<file path="src/rtl/shift_deser.sv">
// -----------------------------------------------------------------------------
// shift_deser -- serial-to-parallel receiver
//
// Collects nBit serial bits, MSB-first or LSB-first, and presents each
// assembled word on a valid/ready output port. The word is held until the
// consumer takes it. This block is the receive end of the parallel-load
// shift register when that register is used as a serial transmitter.
//
// All state updates on the falling edge of clk, like the datapath registers
// this block feeds.
//
// Optional build macro: SHIFT_DESER_PARITY_EN
//   Defined     : every frame has nBit data bits followed by one even-parity
//                 bit. Parity_Err reports a bad parity bit for the word that
//                 is currently on Output.
//   Not defined : a frame is nBit data bits. Parity_Err is always 0.
//
// Parameters:
//   nBit        data word width in bits (>= 2)
//
// Ports:
//   clk         clock (falling edge active)
//   clr_n       synchronous active-low reset
//   Start       frame start; discards any partial word
//   Msb_First   bit order for the frame starting now (1 = MSB-first)
//   Shift_In    serial data bit
//   Shift_Valid Shift_In is valid this cycle
//   Out_Ready   consumer accepts Output this cycle
//   Output      assembled word, held stable while Out_Valid = 1
//   Out_Valid   Output holds an unconsumed word
//   Busy        a frame is being collected
//   Overrun     sticky: a completed word was dropped
//   Parity_Err  parity result for the word on Output
// -----------------------------------------------------------------------------
module shift_deser #(
  parameter int nBit = 16
) (
  input  logic            clk,
  input  logic            clr_n,
  input  logic            Start,
  input  logic            Msb_First,
  input  logic            Shift_In,
  input  logic            Shift_Valid,
  input  logic            Out_Ready,
  output logic [nBit-1:0] Output,
  output logic            Out_Valid,
  output logic            Busy,
  output logic            Overrun,
  output logic            Parity_Err
);

`ifdef SHIFT_DESER_PARITY_EN
  localparam int FRAME_LEN = nBit + 1;
`else
  localparam int FRAME_LEN = nBit;
`endif
  localparam int CW = $clog2(nBit + 2);
  // When cnt holds this value, the next valid bit is the last bit of the frame.
  localparam logic [CW-1:0] LAST_IDX = CW'(FRAME_LEN - 1);

  typedef enum logic {
    IDLE    = 1'b0,
    COLLECT = 1'b1
  } state_t;

  state_t          state_reg, state_next;
  logic [nBit-1:0] sr_reg, sr_next;
  logic [nBit-1:0] out_reg, out_next;
  logic [CW-1:0]   cnt_reg, cnt_next;
  logic            ord_reg, ord_next;
  logic            valid_reg, valid_next;
  logic            ovr_reg, ovr_next;
  logic            perr_reg, perr_next;

  logic [nBit-1:0] shift_cur;   // SR shifted using the bit order latched for this frame
  logic [nBit-1:0] shift_new;   // SR shifted using the bit order of a frame starting now
  logic [nBit-1:0] word_done;   // word delivered when the frame completes
  logic            perr_done;   // parity result delivered when the frame completes
  logic            complete;    // this edge captures the final bit of the frame
  logic [CW-1:0]   restart_cnt; // count after Start: 1 if Start also carries a bit

  // MSB-first shifts left (new bit enters at bit 0). LSB-first shifts right
  // (new bit enters at the top), so the first bit received ends up in bit 0.
  function automatic logic [nBit-1:0] shift_bit(input logic [nBit-1:0] sr,
                                                input logic            msb,
                                                input logic            b);
    return msb ? {sr[nBit-2:0], b} : {b, sr[nBit-1:1]};
  endfunction

  always_comb begin
    shift_cur   = shift_bit(sr_reg, ord_reg, Shift_In);
    shift_new   = shift_bit(sr_reg, Msb_First, Shift_In);
    complete    = (state_reg == COLLECT) && Shift_Valid && (cnt_reg == LAST_IDX);
    restart_cnt = {{(CW-1){1'b0}}, Shift_Valid};
`ifdef SHIFT_DESER_PARITY_EN
    // The final bit is the parity bit. It is not shifted in, because SR
    // already holds all nBit data bits.
    word_done = sr_reg;
    perr_done = (^sr_reg) ^ Shift_In;
`else
    word_done = shift_cur;
    perr_done = 1'b0;
`endif
  end

  // Next-state and datapath logic
  always_comb begin
    state_next = state_reg;
    sr_next    = sr_reg;
    cnt_next   = cnt_reg;
    ord_next   = ord_reg;
    out_next   = out_reg;
    valid_next = valid_reg;
    ovr_next   = ovr_reg;
    perr_next  = perr_reg;

    case (state_reg)
      IDLE: begin
        if (Start) begin
          state_next = COLLECT;
          ord_next   = Msb_First;
          cnt_next   = restart_cnt;
          if (Shift_Valid) sr_next = shift_new;
        end
      end
      COLLECT: begin
        if (complete) begin
          // The final bit belongs to the old frame, even if Start is also high.
          // A simultaneous Start only reopens collection with an empty count.
          sr_next  = word_done;
          cnt_next = '0;
          if (Start) begin
            ord_next = Msb_First;
          end else begin
            state_next = IDLE;
          end
        end else if (Start) begin
          ord_next = Msb_First;
          cnt_next = restart_cnt;
          if (Shift_Valid) sr_next = shift_new;
        end else if (Shift_Valid) begin
          sr_next  = shift_cur;
          cnt_next = cnt_reg + CW'(1);
        end
      end
      default: state_next = IDLE;
    endcase

    // Output port. The completing edge loads Output directly, so there is no
    // added latency. If the old word is being consumed on this same edge,
    // the new word takes its place. Otherwise the new word is dropped.
    if (complete) begin
      if (!valid_reg || Out_Ready) begin
        out_next   = word_done;
        perr_next  = perr_done;
        valid_next = 1'b1;
      end else begin
        ovr_next = 1'b1;
      end
    end else if (valid_reg && Out_Ready) begin
      valid_next = 1'b0;
    end
  end

  always_ff @(negedge clk) begin
    if (!clr_n) begin
      state_reg <= IDLE;
      sr_reg    <= '0;
      cnt_reg   <= '0;
      ord_reg   <= 1'b0;
      out_reg   <= '0;
      valid_reg <= 1'b0;
      ovr_reg   <= 1'b0;
      perr_reg  <= 1'b0;
    end else begin
      state_reg <= state_next;
      sr_reg    <= sr_next;
      cnt_reg   <= cnt_next;
      ord_reg   <= ord_next;
      out_reg   <= out_next;
      valid_reg <= valid_next;
      ovr_reg   <= ovr_next;
      perr_reg  <= perr_next;
    end
  end

  assign Output     = out_reg;
  assign Out_Valid  = valid_reg;
  assign Busy       = (state_reg == COLLECT);
  assign Overrun    = ovr_reg;
  assign Parity_Err = perr_reg;

endmodule
</file>
<file path="config.mk">
export PLATFORM = sky130hd
export DESIGN_NAME = shift_deser
export DESIGN_NICKNAME = d
export VERILOG_FILES = /design/src/rtl/shift_deser.sv
export SDC_FILE = /design/constraint.sdc
export NUM_CORES = 1
export LEC_CHECK = 0
export ABC_CLOCK_PERIOD_IN_PS = 2300
export CAP_MARGIN = 30
export CORE_MARGIN = 1
export CORE_UTILIZATION = 30
export CTS_CLUSTER_SIZE = 40
export DETAILED_ROUTE_END_ITERATION = 7
export SLEW_MARGIN = 20
export SYNTH_ARGS = -nofsm -noshare
export SYNTH_HDL_FRONTEND = slang
export SYNTH_SLANG_ARGS = --single-unit
</file>
<file path="constraint.sdc">
create_clock -name clk -period 2.3 [get_ports clk]
set_input_delay 0.46 -clock clk [delete_from_list [all_inputs] [get_ports clk]]
set_output_delay 0.46 -clock clk [all_outputs]
set_load 0.005 [all_outputs]
</file>
---- Word level (Yosys, flattened, before mapping) ----
Index checks and enable logic that the tools add are counted.
operators by class
  reductions and logical operators ........ 10
  eq/ne operators ......................... 4
  bitwise logic cells ..................... 2
  muxes and demuxes ....................... 20
  $add $sub $neg .......................... 1
operators with widths
  cell                 number
  $mux 16              7
  $pmux 16 s2          1
  $mux 5               4
  $pmux 5 s2           1
  $reduce_and 2->1     4
  $mux 1               6
  $add 5x1->5 const B  1
  $eq 5x4->1 const B   1
  $ne 4x3->1 const B   1
  $logic_and 1x1->1    3
  $ne 2x1->1 const B   1
  $ne 2x2->1 const B   1
  $not 1->1            2
  $pmux 1 s2           1
  $reduce_bool 2->1    1
  $logic_not 1->1      1
  $logic_or 1x1->1     1
storage, ports and cells
  bits of input ports ..................... 7
  register bits after elaboration ......... 41

---- Longest topological paths before layout ----
  depth in word-level cells ............... 5
  mapped depth ............................ 10
  mapped depth without buffers ............ 6

==> results.ini <==
[run_status]
status=finished, violations left
failed_checks=setup timing

[setup_path]
slowest_delay_ns=0.32
cp.depth=1
timing.rr.end=sr_reg[12]
end_kind=primary output
critPathKind=register to primary output
cp.buffers_inverters=1
crit_required_ns=1.84
critical_path.max_fanout=2
arrival_ns=1.96
cp_slowest_cell=dfxtp_2
start_kind=register
crit_chain=buf_2
critPathTopFamily=flip-flops
rr_startpoint=cnt_reg[0]
worst-r2r-setup-slack_ns=0.37
ff2ff_path_depth=7

[die]
rows=31
initial_utilization_pct=31.6
fp.dieW_um=90.1
die-area_sq_um=8120
coreArea_sq_um=7370
pin_count=27
die_y_um=90.1

[clock_network]
clock_latency_ns=0.37
root_buffer=clkbuf_8
tritoncts=yes
cts_num_sinks=41
htreeDepth=2
clock_path_buffers=2
path_clk_slew_ns=0.05
cts-buffers-inserted=5

[finish]
final_util_pct=44.0
final_cell_mix=inv_1 (44), mux2i_1 (33), buf_4 (27)
postLayoutCellArea_sq_um=3240
final_common_cell=inv_1
multi_input_area_sq_um=1430
area_delta_synth_final_pct=39.2
seq_area_sq_um=845
drive_gt1_share_pct=39.6
antenna_cells=0
final_nets=331
fill_cells=747

[power_and_ir_drop]
p_leak_nw=1.50
ir_worst_vdd_uv=436
p_per_area_nw_per_um2=630

[sta]
tightest_slew_ns=0.566
slew_viol_final=0
finalWorstSetupSlack_ns=-0.119
setup_tns_ns=-1.86
finalHoldViolations=0
clock-skew-final_ns=0.0218
setup_violations=19
max-slew-margin-rel_pct=62.2
rsz0062_at_grt=true

[global_routing]
grt_pass1_vias=2245
met1_usage_pct=20.2
grtUsageMet3_pct=4.57
grt_max_degree=32
grt_usage_pct=16.0
grt_pass1_wl_um=10600
grt.busiest_layer=met2
antenna_found_initial=0
use_met2_pct=23.9
grt_overflow=0

[hold_path]
hold_depth=2
holdPathEnd=cnt_reg[4]
hold_path.class=register to register
hold_start=cnt_reg[4]

[logic_synthesis]
synthArstFlopShare_pct=0
ys_types=36
synth-edff-count=0
synth_nets=247
avgSynthCellArea_sq_um=9.79
synthCells=238
ys_seq_area_share_pct=35.2
synthesis.area_sq_um=2330
synthFlopType=dfxtp_1
yosys_register_bits=41
yosys_warnings=0

[routing]
drcViolationCount=0
post_drt_wl_per_cell_um=15.5
first_iter_violations=105
first_pass_iters=4
vias_per_cell=5.22
ant_nets=0
wl_um=6550
vias=2204

[placed_design]
dp_hpwl_um=3890
place.gp.congestion=0.758
port_buffers=25
place_area_sq_um=2810

[flow_run]
cap_viol_max_count=0

-- tightest hold or removal path: cells and delay by family (launching register included) --
kind | cells | cell delay [ns]
and+or+nand+nor | 1 | 0.05
AOI/OAI and AO/OA | 1 | 0.05
DFF | 1 | 0.30
-- cell usage after synthesis (2+ instances only) --
master    instances  area [sq um]
ha_1              2          25.0
buf_6             4          45.0
o211a_1           5          50.1
a211oi_2         10           125
o21ai_0          18          90.1
and3_1            2          12.5
and4_1           15           131
nor2_1            5          18.8
buf_4             4          30.0
mux2i_1          33           330
clkbuf_1         10          37.5
a21oi_1          18          90.1
dfxtp_1          41           821
inv_1             4          15.0
buf_2             6          30.0
a211oi_1         16           120
nand2_1           5          18.8
nand3_1           8          40.0
mux2_2           15           169
-- worst max path at each step --
stage | end | start | slack [ns]
floorplan | Output[12] | Shift_Valid | -0.29
global placement | sr_reg[3] | Shift_Valid | -0.90
detailed placement | sr_reg[8] | Shift_Valid | -0.93
CTS | Overrun | Overrun | -0.14
global route | Output[8] | Output[8] | -0.17
finish | Output[15] | Output[15] | -0.12
-- logic make-up (layout without fill, tap and decap cells) --
| kind of cell | after synthesis | count (layout) | share of synthesized area, % |
|---|---|---|---|
| buf+inv | 29 | 113 | 6.93 |
| fa+ha+maj | 2 | 2 | 1.07 |
| other cells | 1 | 1 | 0.161 |
| simple gates | 42 | 43 | 11.8 |
| mux | 48 | 48 | 21.4 |
| flops | 41 | 41 | 35.2 |
| compound gates | 75 | 75 | 23.4 |
-- metal layers --
layer  part of all wire [%]  vias up
li1                       -     1078
met1                     48     1053
met2                     46       63
met3                    4.0       10
met4                    2.6        0
met5                      0        -
-- metrics by stage --
| step | worst slack, ns | hold slack, ns | power [mW] | cells |
|---|---|---|---|---|
| 6_report | -0.119 | 0.448 | 2.04 | 422 |
| 2_1_floorplan | -0.292 | 0.432 | 1.06 | 238 |
| 5_1_grt | -0.165 | 0.464 | 2.18 | 422 |
| 3_3_place_gp | -0.902 | 0.439 | 1.14 | 366 |
| 3_5_place_dp | -0.925 | 0.444 | 1.14 | 366 |
| 4_1_cts | -0.138 | 0.449 | 2.06 | 419 |
-- power breakdown --
group | internal (mW) | switching (mW) | total [mW]
registers | 0.742 | 0.0424 | 0.785
logic | 0.130 | 0.134 | 0.264
clock network | 0.524 | 0.471 | 0.994
-- area by class of cell --
class	instances	share of cell area [%]
clock buffers	5	2.12
clock inverters	44	6.72
inverters	3	0.347
multi-input cells	169	44.2
flip-flops and latches	41	26.1
well taps	99	3.82
repair buffers	61	16.8
-- timing repair --
| action | CTS | global route |
|---|---|---|
| cloned | 3 | 1 |
| gates resized for setup | 129 | 14 |
| pin swaps | 1 | 4 |
| endpoints found under the setup margin | 59 | 47 |
| hold buffers | 0 | 0 |
| buffers inserted | 2 | 2 |
No activity file was read; power rests on OpenSTA's default activity.
